## src/rtl/cpu_exec_ctrl.sv

```systemverilog
// cpu_exec_ctrl: run/step/halt sequencer producing a one-cycle CPU clock-enable.
// Optional PC breakpoint enabled by defining BREAKPOINT_EN.
module cpu_exec_ctrl #(
    parameter int DBNC_CYCLES = 20000,
    parameter int RUN_DIV     = 4,
    parameter int CNT_W       = 16
) (
    input  logic             clk,
    input  logic             reset,
    input  logic             run,
    input  logic             step,
    input  logic             halt_req,
    input  logic [31:0]      pc,
    input  logic [31:0]      bp_addr,
    input  logic             bp_valid,
    output logic             cpu_ce,
    output logic [1:0]       state,
    output logic [CNT_W-1:0] cycle_cnt,
    output logic             busy
);
    localparam int DW = $clog2(DBNC_CYCLES + 1);
    localparam int VW = $clog2(RUN_DIV);

    typedef enum logic [1:0] {IDLE, RUN, STEP, HALT} st_t;

    st_t st;
    logic run_m, run_s, step_m, step_s, step_lvl, step_pulse;
    logic [DW-1:0] dbnc_cnt;
    logic [VW-1:0] div_cnt;
    logic tick, bp_hit, dbnc_done;

    assign tick      = div_cnt == VW'(RUN_DIV - 1);
    assign dbnc_done = (step_s != step_lvl) && dbnc_cnt == DW'(DBNC_CYCLES - 1);
    assign state     = st;
    assign busy      = st == RUN || st == STEP;

`ifdef BREAKPOINT_EN
    logic skip_bp;
    // skip_bp lets a resume execute the instruction it halted on
    assign bp_hit = tick && bp_valid && pc == bp_addr && !skip_bp;
`else
    logic unused_bp;
    assign unused_bp = ^{pc, bp_addr, bp_valid};
    assign bp_hit    = 1'b0;
`endif

    always_ff @(posedge clk or negedge reset) begin
        if (!reset) begin
            run_m      <= 1'b0;
            run_s      <= 1'b0;
            step_m     <= 1'b0;
            step_s     <= 1'b0;
            step_lvl   <= 1'b0;
            step_pulse <= 1'b0;
            dbnc_cnt   <= '0;
        end else begin
            run_m      <= run;
            run_s      <= run_m;
            step_m     <= step;
            step_s     <= step_m;
            dbnc_cnt   <= (step_s == step_lvl || dbnc_done) ? '0 : dbnc_cnt + 1'b1;
            step_lvl   <= dbnc_done ? step_s : step_lvl;
            step_pulse <= dbnc_done && step_s;
        end
    end

    always_ff @(posedge clk or negedge reset) begin
        if (!reset) begin
            st        <= IDLE;
            cpu_ce    <= 1'b0;
            cycle_cnt <= '0;
            div_cnt   <= '0;
`ifdef BREAKPOINT_EN
            skip_bp   <= 1'b0;
`endif
        end else begin
            cpu_ce    <= 1'b0;
            cycle_cnt <= cycle_cnt + CNT_W'(cpu_ce);
            case (st)
                IDLE: begin
                    if (run_s) begin
                        st      <= RUN;
                        div_cnt <= '0;
`ifdef BREAKPOINT_EN
                        skip_bp <= 1'b1;
`endif
                    end else if (step_pulse) begin
                        st     <= STEP;
                        cpu_ce <= 1'b1;
                    end
                end
                RUN: begin
                    div_cnt <= tick ? '0 : div_cnt + 1'b1;
                    if (halt_req) st <= HALT;
                    else if (!run_s) st <= IDLE;
                    else if (bp_hit) st <= HALT;
                    else if (tick) begin
                        cpu_ce  <= 1'b1;
`ifdef BREAKPOINT_EN
                        skip_bp <= 1'b0;
`endif
                    end
                end
                STEP: st <= IDLE;
                HALT: begin
                    if (!run_s) st <= IDLE;
                    else if (step_pulse) begin
                        st     <= STEP;
                        cpu_ce <= 1'b1;
                    end
                end
            endcase
        end
    end
endmodule

```

## config.mk

```make
export PLATFORM = sky130hd
export DESIGN_NAME = cpu_exec_ctrl
export DESIGN_NICKNAME = d
export VERILOG_FILES = /design/src/rtl/cpu_exec_ctrl.sv
export SDC_FILE = /design/constraint.sdc
export NUM_CORES = 1
export LEC_CHECK = 0
export CAP_MARGIN = 20
export CORE_AREA = 2 2 73 75
export CTS_CLUSTER_SIZE = 30
export DETAILED_ROUTE_END_ITERATION = 12
export DIE_AREA = 0 0 75 77
export GPL_ROUTABILITY_DRIVEN = 1
export GPL_TIMING_DRIVEN = 0
export MAX_ROUTING_LAYER = met4
export PLACE_DENSITY = 0.78
export SYNTH_ARGS = -nofsm -noshare
export SYNTH_HDL_FRONTEND = slang
export SYNTH_SLANG_ARGS = --single-unit
```

## constraint.sdc

```tcl
create_clock -name clk -period 2 [get_ports clk]
set_input_delay 0.2 -clock clk [delete_from_list [all_inputs] [get_ports clk]]
set_output_delay 0.2 -clock clk [all_outputs]
set_load 0.02 [all_outputs]
```

==> summary by stage <==
Final layout
The final antenna diode count is 0. The layout has 452 filler cells. The final cell utilization of the core is 49.95%. The most common cell after layout, fill and taps aside is sky130_fd_sc_hd__dfrtp_1. The layout net count is 294.

In the final layout, the share of cells above drive strength 1 is 10.19%. In the layout the commonest cells are sky130_fd_sc_hd__dfrtp_1, sky130_fd_sc_hd__clkdlybuf4s50_1, sky130_fd_sc_hd__nor2_1, sky130_fd_sc_hd__xnor2_1, sky130_fd_sc_hd__nand2_1. The final design area excluding fillers is 0.002486 mm². From synthesis to final layout, the design area changed by 22.96%.

Place
Once placement finished, the instance area stood at 0.002365 mm². The worst setup slack before clock tree synthesis is 0.2624 ns. Routability-driven placement finished with a final weighted congestion of 0.8213. The count of buffers inserted at the top-level ports is 24.

Detailed placement finished with a half-perimeter wire length of 2.456 mm.

Power and ir drop
VDD sags by at most 0.0003740 V. In this run the static leakage power is 1.135 nW. In this run the power density over the cells is 896.8 mW/mm².

Worst setup path
The required time of the critical path is 2.18 ns. The largest delay contributor family on the critical path is buffers and inverters. The logic depth of the worst register-to-register path is 7. The arrival time at the worst endpoint is 1.92 ns.

The worst path buffer plus inverter count is 2. The worst setup path is launched from a register. Traced cell by cell, the critical path runs through inv_1 > ha_1 > clkbuf_1 > nand2_1 > a21oi_1 > o21ai_0 > and2_1. The slowest stage of the critical path belongs to the cell sky130_fd_sc_hd__dfrtp_1. The total stage count of the critical path is 7. Along the worst path, the maximum fanout reaches 10. The kind of critical path is reg -> reg. The launch point of the worst reg-to-reg path is state[1]$_DFFE_PN0P_.

The largest single stage delay on the critical path is 0.42 ns. In this run the register-to-register setup slack is 0.27 ns. The termination of the worst setup path is state[1]$_DFFE_PN0P_. The capturing point of the worst reg2reg path is state[1]$_DFFE_PN0P_. The worst setup path is captured at a register. The startpoint of the worst setup timing path is state[1]$_DFFE_PN0P_.

STA
The max-slew violation count is 0. The highest clock rate is 0.5767 GHz. Setup violations remaining at the end of the flow were counted as 0. The transition time at the pin with the least slew margin is 0.4714 ns. In the post-route analysis, the smallest setup slack over all paths is 0.2661 ns.

The count of endpoints failing hold in the final timing report is 0. The final critical-path required period is 1.734 ns. Setup repair after global routing left no endpoint under its margin. Of the available clock period, the critical path in the final layout requires 86.69%. The worst clock skew is 0.003548 ns. The worst slew margin relative to its limit is 68.57%. For the final routed database, the setup TNS stands at 0 ns.

Clock tree
In this run the number of H-tree levels came out at 2. The clock drives 42 sinks. The insertion delay to the later sink of the worst-skew pair is 0.29 ns.

TritonCTS built the clock tree. The buffer depth of the longest clock path is 2. The number of buffers created by CTS is 5. In this run the clock root is driven by a sky130_fd_sc_hd__clkbuf_8. The post-CTS clock slew at the launch and capture registers of the worst setup and hold paths is 0.07 ns.

Die
The number of top-level pins is 90. The floorplan core area is 0.004977 mm². The die outline width is 75 µm. The site row count is 26. From bottom edge to top edge, the die measures 77 µm. The initial utilization of the core area, before any placement, comes to 40.62%. The die covers 0.005775 mm².

Status
The run finished with clean final reports.

Yosys
Dividing the synthesized area by the synthesized cell count gives 11.11 µm². The synthesized netlist net count is 261. The summed instance area of the synthesized netlist is 0.002022 mm².

The number of register bits inferred by synthesis is 42. In the synthesized netlist, the number of instances is 182. The count of warnings emitted by yosys is 0. The sequential element share of the synthesized area is 51.98%. The count of distinct cell types in the synthesized netlist is 36.

Detailed routing
In the routed design, unresolved DRC markers number 0. The per-cell via count in the routed design is 4.913. For this block, the initial DRC count from the detailed router was 58.

The count of nets left with antenna violations once routing finished came out at 0. After detailed routing, the average wire length per cell comes to 11.78 µm. Wires add up to 3.370 mm. The number of vias after detailed routing is 1,405. For this run, the detailed router's first-pass iteration total came to 4.

GRT
The number of antenna violations at the first check in global routing is 0. The number of global-route vias before repair came to 1,395. Summed over all layers, the global routing overflow is 0. The global-route wire length before repair is 6.251 mm. Across every metal layer, demand over resource in global routing totals 14.42%. Entering global routing, the biggest net connects 34 pins.

Worst hold path
The min-delay analysis places its worst path in the category in -> async.

Run
The count of max-cap constraint violations is 0.
## logic make-up (layout without fill, tap and decap cells)
logic type,Yosys count,count (layout),share of synthesized area (%)
flops,42,42,51.98
buf+inv,10,44,2.289
fa+ha+maj,9,9,5.569
simple gates,74,74,21.72
compound gates,16,16,4.765
xor+xnor,28,28,12.13
mux,3,3,1.547
## per-stage QoR
stage          instances  power, mW  hold WS, ns
6_report             286      2.230       0.3210
3_3_place_gp         276      1.574       0.3336
4_1_cts              286      2.271       0.3121
5_1_grt              286      2.382       0.3432
3_5_place_dp         277      1.609      0.09259
2_1_floorplan        182      1.383     -0.09559
## metal layers
metal | share of wire [%] | GRT usage, %
met5 | 0 | -
met4 | 1.7 | 6.607
met3 | 3.6 | 4.074
met2 | 48 | 22.19
met1 | 47 | 17.25
## worst register-to-register path: cells and delay by family (launching register included)
family,cells,cell delay (ns)
buffers and inverters,2,0.50
DFF,1,0.42
and+or+nand+nor,2,0.32
AOI/OAI and AO/OA,2,0.25
adders and majority gates,1,0.15
## cells in the mapped netlist, drive strengths merged
| cell type | count | area [µm²] |
|---|---|---|
| dfrtp | 42 | 1051 |
| nor2 | 20 | 75.07 |
| nand2 | 15 | 58.81 |
| xnor2 | 15 | 131.4 |
| xor2 | 13 | 113.9 |
| nand3 | 11 | 60.06 |
| ha | 9 | 112.6 |
| nand4 | 7 | 65.06 |
| a21oi | 5 | 25.02 |
| inv | 5 | 18.77 |
| o21ai | 5 | 25.02 |
| nor3 | 4 | 25.02 |
| nor4 | 4 | 46.29 |
| and3 | 3 | 18.77 |
| and4 | 3 | 26.28 |
| buf | 3 | 20.01 |
| a32oi | 2 | 17.52 |
| and2 | 2 | 12.51 |
| clkbuf | 2 | 7.510 |
| mux2i | 2 | 20.02 |
| nor3b | 2 | 15.01 |
| nor4b | 2 | 30.03 |
| a211oi | 1 | 7.510 |
| a21o | 1 | 7.510 |
| a22oi | 1 | 7.510 |
| mux2 | 1 | 11.26 |
| nor2b | 1 | 6.260 |
| o22ai | 1 | 6.260 |
## power breakdown
part	switching, mW	leakage [nW]	internal (mW)	total, mW
Sequential	0.0784	0.565	0.924	1.00
Combinational	0.319	0.513	0.263	0.582
Clock	0.278	0.0579	0.367	0.645
Total	0.675	1.14	1.55	2.23
## worst min-delay path by stage
stage | slack, ns | end
floorplan | -0.1 | cpu_ce$_DFF_PN0_
global placement | 0.33 | step_s$_DFF_PN0_
detailed placement | 0.09 | div_cnt[1]$_DFFE_PN0P_
CTS | 0.31 | state[1]$_DFFE_PN0P_
global route | 0.34 | state[1]$_DFFE_PN0P_
finish | 0.32 | div_cnt[0]$_DFFE_PN0P_
## sequential cells by signal, summed over array words and instances, names as in the netlist
name / flops
div_cnt: 2
state: 2
step_s: 1
run_m: 1
step_m: 1
cycle_cnt: 16
run_s: 1
step_lvl: 1
step_pulse: 1
dbnc_cnt: 15
cpu_ce: 1
## layout make-up
type	count	area [µm²]	share of cell area [%]
clock buffers	5	68.82	2.768
repair buffers	26	267.8	10.77
well taps	70	87.58	3.523
clock inverters	3	40.04	1.610
plain buffers	5	27.53	1.107
flip-flops and latches	42	1051	42.27
multi-input cells	130	924.6	37.19
inverters	5	18.77	0.7549
## what timing repair did
action / in CTS / in global routing
gates resized for setup: 0 / 1
hold endpoints to repair: 9 / 0
buffers inserted: 0 / 0
endpoints found under the setup margin: 0 / 1
hold buffers: 1 / 0
Note: power is estimated with default switching activity, not from simulation.
